File: src/rtl/prog_ctr.sv
// Program counter sequencer with a branch-target table lookup.
//
// state  | meaning
// -------+------------------------------------------------------------
// IDLE   | waiting for Start; PC and BrCount hold their reset values
// RUN    | executing: per edge Halt > Stall > taken branch > increment
// DONE   | halted; PC and BrCount frozen until Start restarts the run
module prog_ctr #(
    parameter int D = 10
) (
    input  logic         Clk,
    input  logic         Reset,
    input  logic         Start,
    input  logic         Stall,
    input  logic         Branch,
    input  logic         Taken,
    input  logic         Rel,
    input  logic [3:0]   BrIdx,
    input  logic         Halt,
    input  logic [D-1:0] Target,
    output logic [3:0]   LutAddr,
    output logic [D-1:0] PC,
    output logic         Running,
    output logic         Done,
    output logic [7:0]   BrCount
);

    typedef enum logic [1:0] {
        S_IDLE = 2'd0,
        S_RUN  = 2'd1,
        S_DONE = 2'd2
    } state_t;

    localparam logic [D-1:0] PC_ONE = {{(D-1){1'b0}}, 1'b1};

    state_t       state_q, state_d;
    logic [D-1:0] pc_q, pc_d;
    logic [7:0]   brcnt_q, brcnt_d;

    // State, PC and taken-branch counter registers
    always_ff @(posedge Clk or posedge Reset) begin
        if (Reset) begin
            state_q <= S_IDLE;
            pc_q    <= '0;
            brcnt_q <= '0;
        end else begin
            state_q <= state_d;
            pc_q    <= pc_d;
            brcnt_q <= brcnt_d;
        end
    end

    // Next-state and next-PC selection; everything holds unless an action applies
    always_comb begin
        state_d = state_q;
        pc_d    = pc_q;
        brcnt_d = brcnt_q;
        case (state_q)
            S_IDLE: begin
                if (Start) begin
                    state_d = S_RUN;
                    pc_d    = '0;
                    brcnt_d = '0;
                end
            end
            S_RUN: begin
                if (Halt) begin
                    state_d = S_DONE;
                end else if (Stall) begin
                    pc_d = pc_q;
                end else if (Branch && Taken) begin
                    // Relative targets are two's complement; the sum wraps modulo 2^D
                    pc_d = Rel ? (pc_q + Target) : Target;
                    if (brcnt_q != 8'hFF) begin
                        brcnt_d = brcnt_q + 8'd1;
                    end
                end else begin
                    pc_d = pc_q + PC_ONE;
                end
            end
            S_DONE: begin
                if (Start) begin
                    state_d = S_RUN;
                    pc_d    = '0;
                    brcnt_d = '0;
                end
            end
            default: begin
                state_d = S_IDLE;
                pc_d    = '0;
                brcnt_d = '0;
            end
        endcase
    end

    // Table index passes straight through so Target returns in the same cycle
    always_comb begin
        LutAddr = BrIdx;
    end

    // Moore outputs decoded from registered state only
    always_comb begin
        PC      = pc_q;
        BrCount = brcnt_q;
        Running = (state_q == S_RUN);
        Done    = (state_q == S_DONE);
    end

endmodule

File: config.mk
export PLATFORM = sky130hd
export DESIGN_NAME = prog_ctr
export DESIGN_NICKNAME = d
export VERILOG_FILES = /design/src/rtl/prog_ctr.sv
export SDC_FILE = /design/constraint.sdc
export NUM_CORES = 1
export LEC_CHECK = 0
export CORE_MARGIN = 3
export CORE_UTILIZATION = 50
export DETAILED_ROUTE_END_ITERATION = 6
export DONT_BUFFER_PORTS = 1
export GPL_TIMING_DRIVEN = 1
export PLACE_DENSITY = 0.73
export RECOVER_POWER = 100
export SLEW_MARGIN = 20
export SYNTH_ARGS = -nofsm -noshare
export SYNTH_HDL_FRONTEND = slang
export SYNTH_SLANG_ARGS = --single-unit
File: constraint.sdc
create_clock -name Clk -period 2.4 [get_ports Clk]
set_input_delay 0.12 -clock Clk [delete_from_list [all_inputs] [get_ports Clk]]
set_output_delay 0.12 -clock Clk [all_outputs]
set_load 0.05 [all_outputs]
# After elaboration in Yosys (flattened, before gate mapping)

Cells that the tools add are included.

$add $sub $neg: 3
$mul: 0
Divide/modulo/power cells: 0
Order comparisons: 0
Eq/ne operators: 9
Shifts and indexed selects: 0
Mux-type cells: 15
Bitwise operators: 0
Reduce and logical (&&, ||, !) cells: 6

Operators by type and width:

| cell                                                | number |
|---|---|
| 2-to-1 mux 10 bit                                   | 5 |
| 2-to-1 mux 8 bit                                    | 5 |
| one-hot mux 10 bit (2 select lines)                 | 1 |
| one-hot mux 8 bit (2 select lines)                  | 1 |
| adder 10 x 1 -> 10 bit, second input constant       | 1 |
| adder 10 bit                                        | 1 |
| adder 8 x 1 -> 8 bit, second input constant         | 1 |
| != test 8 bit, second input constant                | 1 |
| != test 2 x 1 -> 1 bit, second input constant       | 3 |
| != test 2 bit, second input constant                | 3 |
| AND reduction 5 bit                                 | 1 |
| 2-to-1 mux 2 bit                                    | 2 |
| one-hot mux 2 bit (2 select lines)                  | 1 |
| AND reduction 3 bit                                 | 1 |
| equality test 2 x 1 -> 1 bit, second input constant | 1 |
| equality test 2 bit, second input constant          | 1 |
| zero test 2 bit                                     | 1 |
| AND reduction 2 bit                                 | 1 |
| OR reduction 2 bit                                  | 1 |
| logical AND 1 bit                                   | 1 |

Bits in registers: 20
Bits in latches: 0
Bits in writable memories: 0
ROM bits: 0
Input port bits: 22
Word-level logic and storage cells: 36
Memories: 0

# Logic depth before layout (Yosys ltp)

Depth in word-level cells: 6
Mapped depth: 9

# Least setup slack after synthesis

OpenSTA, ideal clock, no wires.

Path kind: register to register
From: register pc_q[0], in the netlist PC[0]
To: register pc_q[8], in the netlist PC[8]
Setup time: 95 ps
Arrival time: 2201 ps
Data required time: 2305 ps
Path slack: 104 ps
Stages on the path, launching flop included: 10
Buffers on the path: 0
Cell sequence: dfrtp_1 -> ha_1 -> inv_1 -> fa_1 -> nor2b_1 -> o21ai_0 -> a21oi_1 -> o41ai_1 -> xor2_1 -> o31ai_1

Cells in the longest elaborated chain, start to end: 6
Elaborated cells on any way between the ends: 7
Those cells by class: add/sub: 2; mux: 5

RTL lines:

| item                                    | line | RTL |
|---|---|---|
| start, declared                         | 37   | `logic [D-1:0] pc_q, pc_d;` |
| start signal, assigned                  | 48   | `pc_q <= pc_d;` |
| adder 10 bit                            | 73   | `pc_d = Rel ? (pc_q + Target) : Target;` |
| 2-to-1 mux 10 bit                       | 73   |  |
| 2-to-1 mux 10 bit (*)                   | 71   | `end else if (Branch && Taken) begin` |
| 2-to-1 mux 10 bit (*)                   | 69   | `end else if (Stall) begin` |
| 2-to-1 mux 10 bit (*)                   | 67   | `if (Halt) begin` |
| one-hot mux 10 bit (2 select lines) (*) | 58   | `case (state_q)` |

Mark *: on every way between the ends. The rest lies on a longest branch, timed or not. The select of a mux whose other input is x is not followed.
A chain may end at the register's enable or synchronous reset.

# Worst setup path after layout

From: register pc_q[4], in the netlist PC[4]
To: register pc_q[9], in the netlist PC[9]

The elaborated chain is that of the path after synthesis.

==> qor.yml <==
slowest_stage: "a2111oi_0"
antenna_found_initial: 0
top_layer: "met4"
clock.fmax_mhz: 454
post_cts_buffers: 0
start_kind: "flip-flop"
r2r-end: "PC[9]"
hpwl_um: 3350
vias: 1681
drc_errors: 0
gp_congestion: 0.903
seqPwrFrac_pct: 37.3
synth_area_leaders: "dfrtp_1, ha_1, o21ai_0, nand2_1, nor2_1"
m1WireLength_um: 1880
maxSlewViolCount: 0
dp_cells: 258
insertion_delay_ns: 0.32
yosysSeqAreaShare_pct: 29.9
yosys_warnings: 0
timing.hold.ws_ns: 0.00799
final_nets: 257
final_hold_viol_count: 0
dr.pass1.iters: 4
power_switching_share_pct: 37.4
clk_pin_slew_ns: 0.13
routed-wl-met3_um: 407
routed_wl_um: 4490
synth-edff-count: 0
syn_inst: 205
power_frac_clock_pct: 29.3
yosysUniqueCellTypes: 48
arrival_ns: 2.41
postRouteAntennaNets: 0
drt_iter0_drc: 179
initial_core_util_pct: 53.5
tns_ns: 0
grt.total_usage_pct: 22.7
critical_path_class: "flip-flop to flip-flop"
r2r_slack_ns: 0.20
num_io_pins: 46
final_layout_size_suffix_gt1_share_pct: 4.95
p_comb_share_pct: 33.4
cts_buffer_depth: 2
worstPathRequired_ns: 2.60
cts_tree: "built"
max_stage_delay_ns: 0.49
grt_pass1_vias: 1635
die_y_um: 63.9
hold_path_depth: 2
ir_drop_mv: 0.280
synth_top_area_cell: "dfrtp_1"
finalPower_uw: 1010
synth_top_area_share_pct: 29.9
fin_crit_sh_pct: 91.8
clock_sinks: 20
cp.buffers_inverters: 0
hold_class: "primary input to flip-flop"
die_area_sq_um: 4080
core_sq_um: 3130
cts_inserted_buffers: 3
hp-start: "Start"
async_flop_share_pct: 100
internal-power_uw: 629
grt_pass1_wl_um: 7550
rows: 20
synth_seq_cells: 20
avgRoutedWirePerCell_um: 16.9
maxCapViolations: 0
grt_max_degree: 21
hold_end: "state_q[1]"
power.switching_uw: 376
critPathTopFamily: "compound AO/OA/AOI/OAI gates"
clock_skew_ns: 0.00561
reg2reg_depth: 7
htree_levels: 1
syn_area_per_cell_sq_um: 8.17
cp_max_fo: 5
path_cells: "ha_1 > nand3_1 > o211ai_1 > o21ai_1 > xnor2_1 > a2111oi_0 > a211oi_1"
diodes: 0
power.density_nw_per_um2: 543
min_period_ns: 2.20
syn_nets: 239
final_cells: 266
routed_via_density: 6.32
io_buffers: 0
leakage_uw: 0.000821
setup_violations: 0
status: "completed"
synth_ff_type: "dfrtp_1"
setup.worst_path.end_class: "flip-flop"
slew-limit-headroom_pct: 44.9
tightest_slew_ns: 0.827
rsz0062_at_grt: "false"
routed-wl-met2_um: 2090
grt_overflow: 0
syn-cell-area_sq_um: 1670
r2r-start: "PC[4]"
root_buffer: "clkbuf_4"
synthTopCellsByCount: "dfrtp_1, nand2_1, nor2_1"
area_growth_pct: 10.5
die_w_um: 63.9
## metrics by stage
stage                     area (sq um)  worst slack [ns]  utilization (%)
after floorplan                   1670             0.104                -
after global placement            1810             0.352             58.0
after detailed placement          1810             0.285             58.0
after CTS                         1910             0.253             61.0
after global routing              1850            0.0734             59.2
final                             1850             0.198             59.2
## power groups by stage
stage               clock network, uW  logic (uW)  registers, uW
finish                            295         336            375
global route                      305         370            378
CTS                               294         346            375
detailed placement                  0         334            382
global placement                    0         327            380
floorplan                           0         219            434
## placed cells by master, fill, tap and decap left out, drive strengths merged, types with 3 or more instances in the layout
| cell | n |
|---|---|
| ha | 11 |
| nor2 | 19 |
| dlygate4sd3 | 4 |
| and3 | 6 |
| nor2b | 4 |
| dfrtp | 20 |
| xor2 | 6 |
| xnor2 | 3 |
| a211oi | 4 |
| buf | 3 |
| o21bai | 3 |
| and2 | 3 |
| inv | 6 |
| o21ai | 18 |
| clkbuf | 18 |
| a21oi | 10 |
| or3 | 3 |
| nand4 | 4 |
| nand3 | 12 |
| nand2b | 4 |
| a21o | 3 |
| nand2 | 20 |
| nor3 | 6 |
## layer usage
layer | vias up | global-route usage [%]
met5 | - | 0
met3 | 16 | 4.57
met1 | 790 | 29.8
met2 | 81 | 37.0
met4 | 0 | 7.82
li1 | 794 | -
## sequential cells by signal, summed over array words and instances, names as in the netlist
name	count
PC	10
state_q	2
BrCount	8
## repair_timing
action	4_1_cts	5_1_grt
gates resized for setup	0	0
hold buffers	4	0
hold endpoints to repair	24	0
## worst max path at each step
stage | from | endpoint | slack (ns) | cells after the start
floorplan | PC[0] | PC[8] | 0.10 | 9
global placement | PC[1] | PC[9] | 0.35 | 7
detailed placement | PC[1] | PC[9] | 0.29 | 7
CTS | PC[1] | PC[9] | 0.25 | 7
global route | PC[2] | PC[9] | 0.07 | 6
finish | PC[4] | PC[9] | 0.20 | 7
## cell type report
type / count / area, sq um
clock buffers: 3 / 22.5
fillers: 303 / 1280
flip-flops and latches: 20 / 500
clock inverters: 1 / 30.0
inverters: 7 / 26.3
multi-input cells: 169 / 1100
repair buffers: 22 / 119
well taps: 44 / 55.1
## cell families (layout without fill, tap and decap cells)
kind of cell	Yosys count	after routing	synth area share [%]
AND/OR/NAND/NOR	84	84	25.0
AO/OA/AOI/OAI	62	62	25.2
flip-flops	20	20	29.9
buffers and inverters	16	33	4.56
adder cells (fa/ha/maj)	12	12	9.42
XOR/XNOR	9	9	4.71
multiplexers	2	2	1.20
Note: power is estimated with default switching activity, not from simulation.
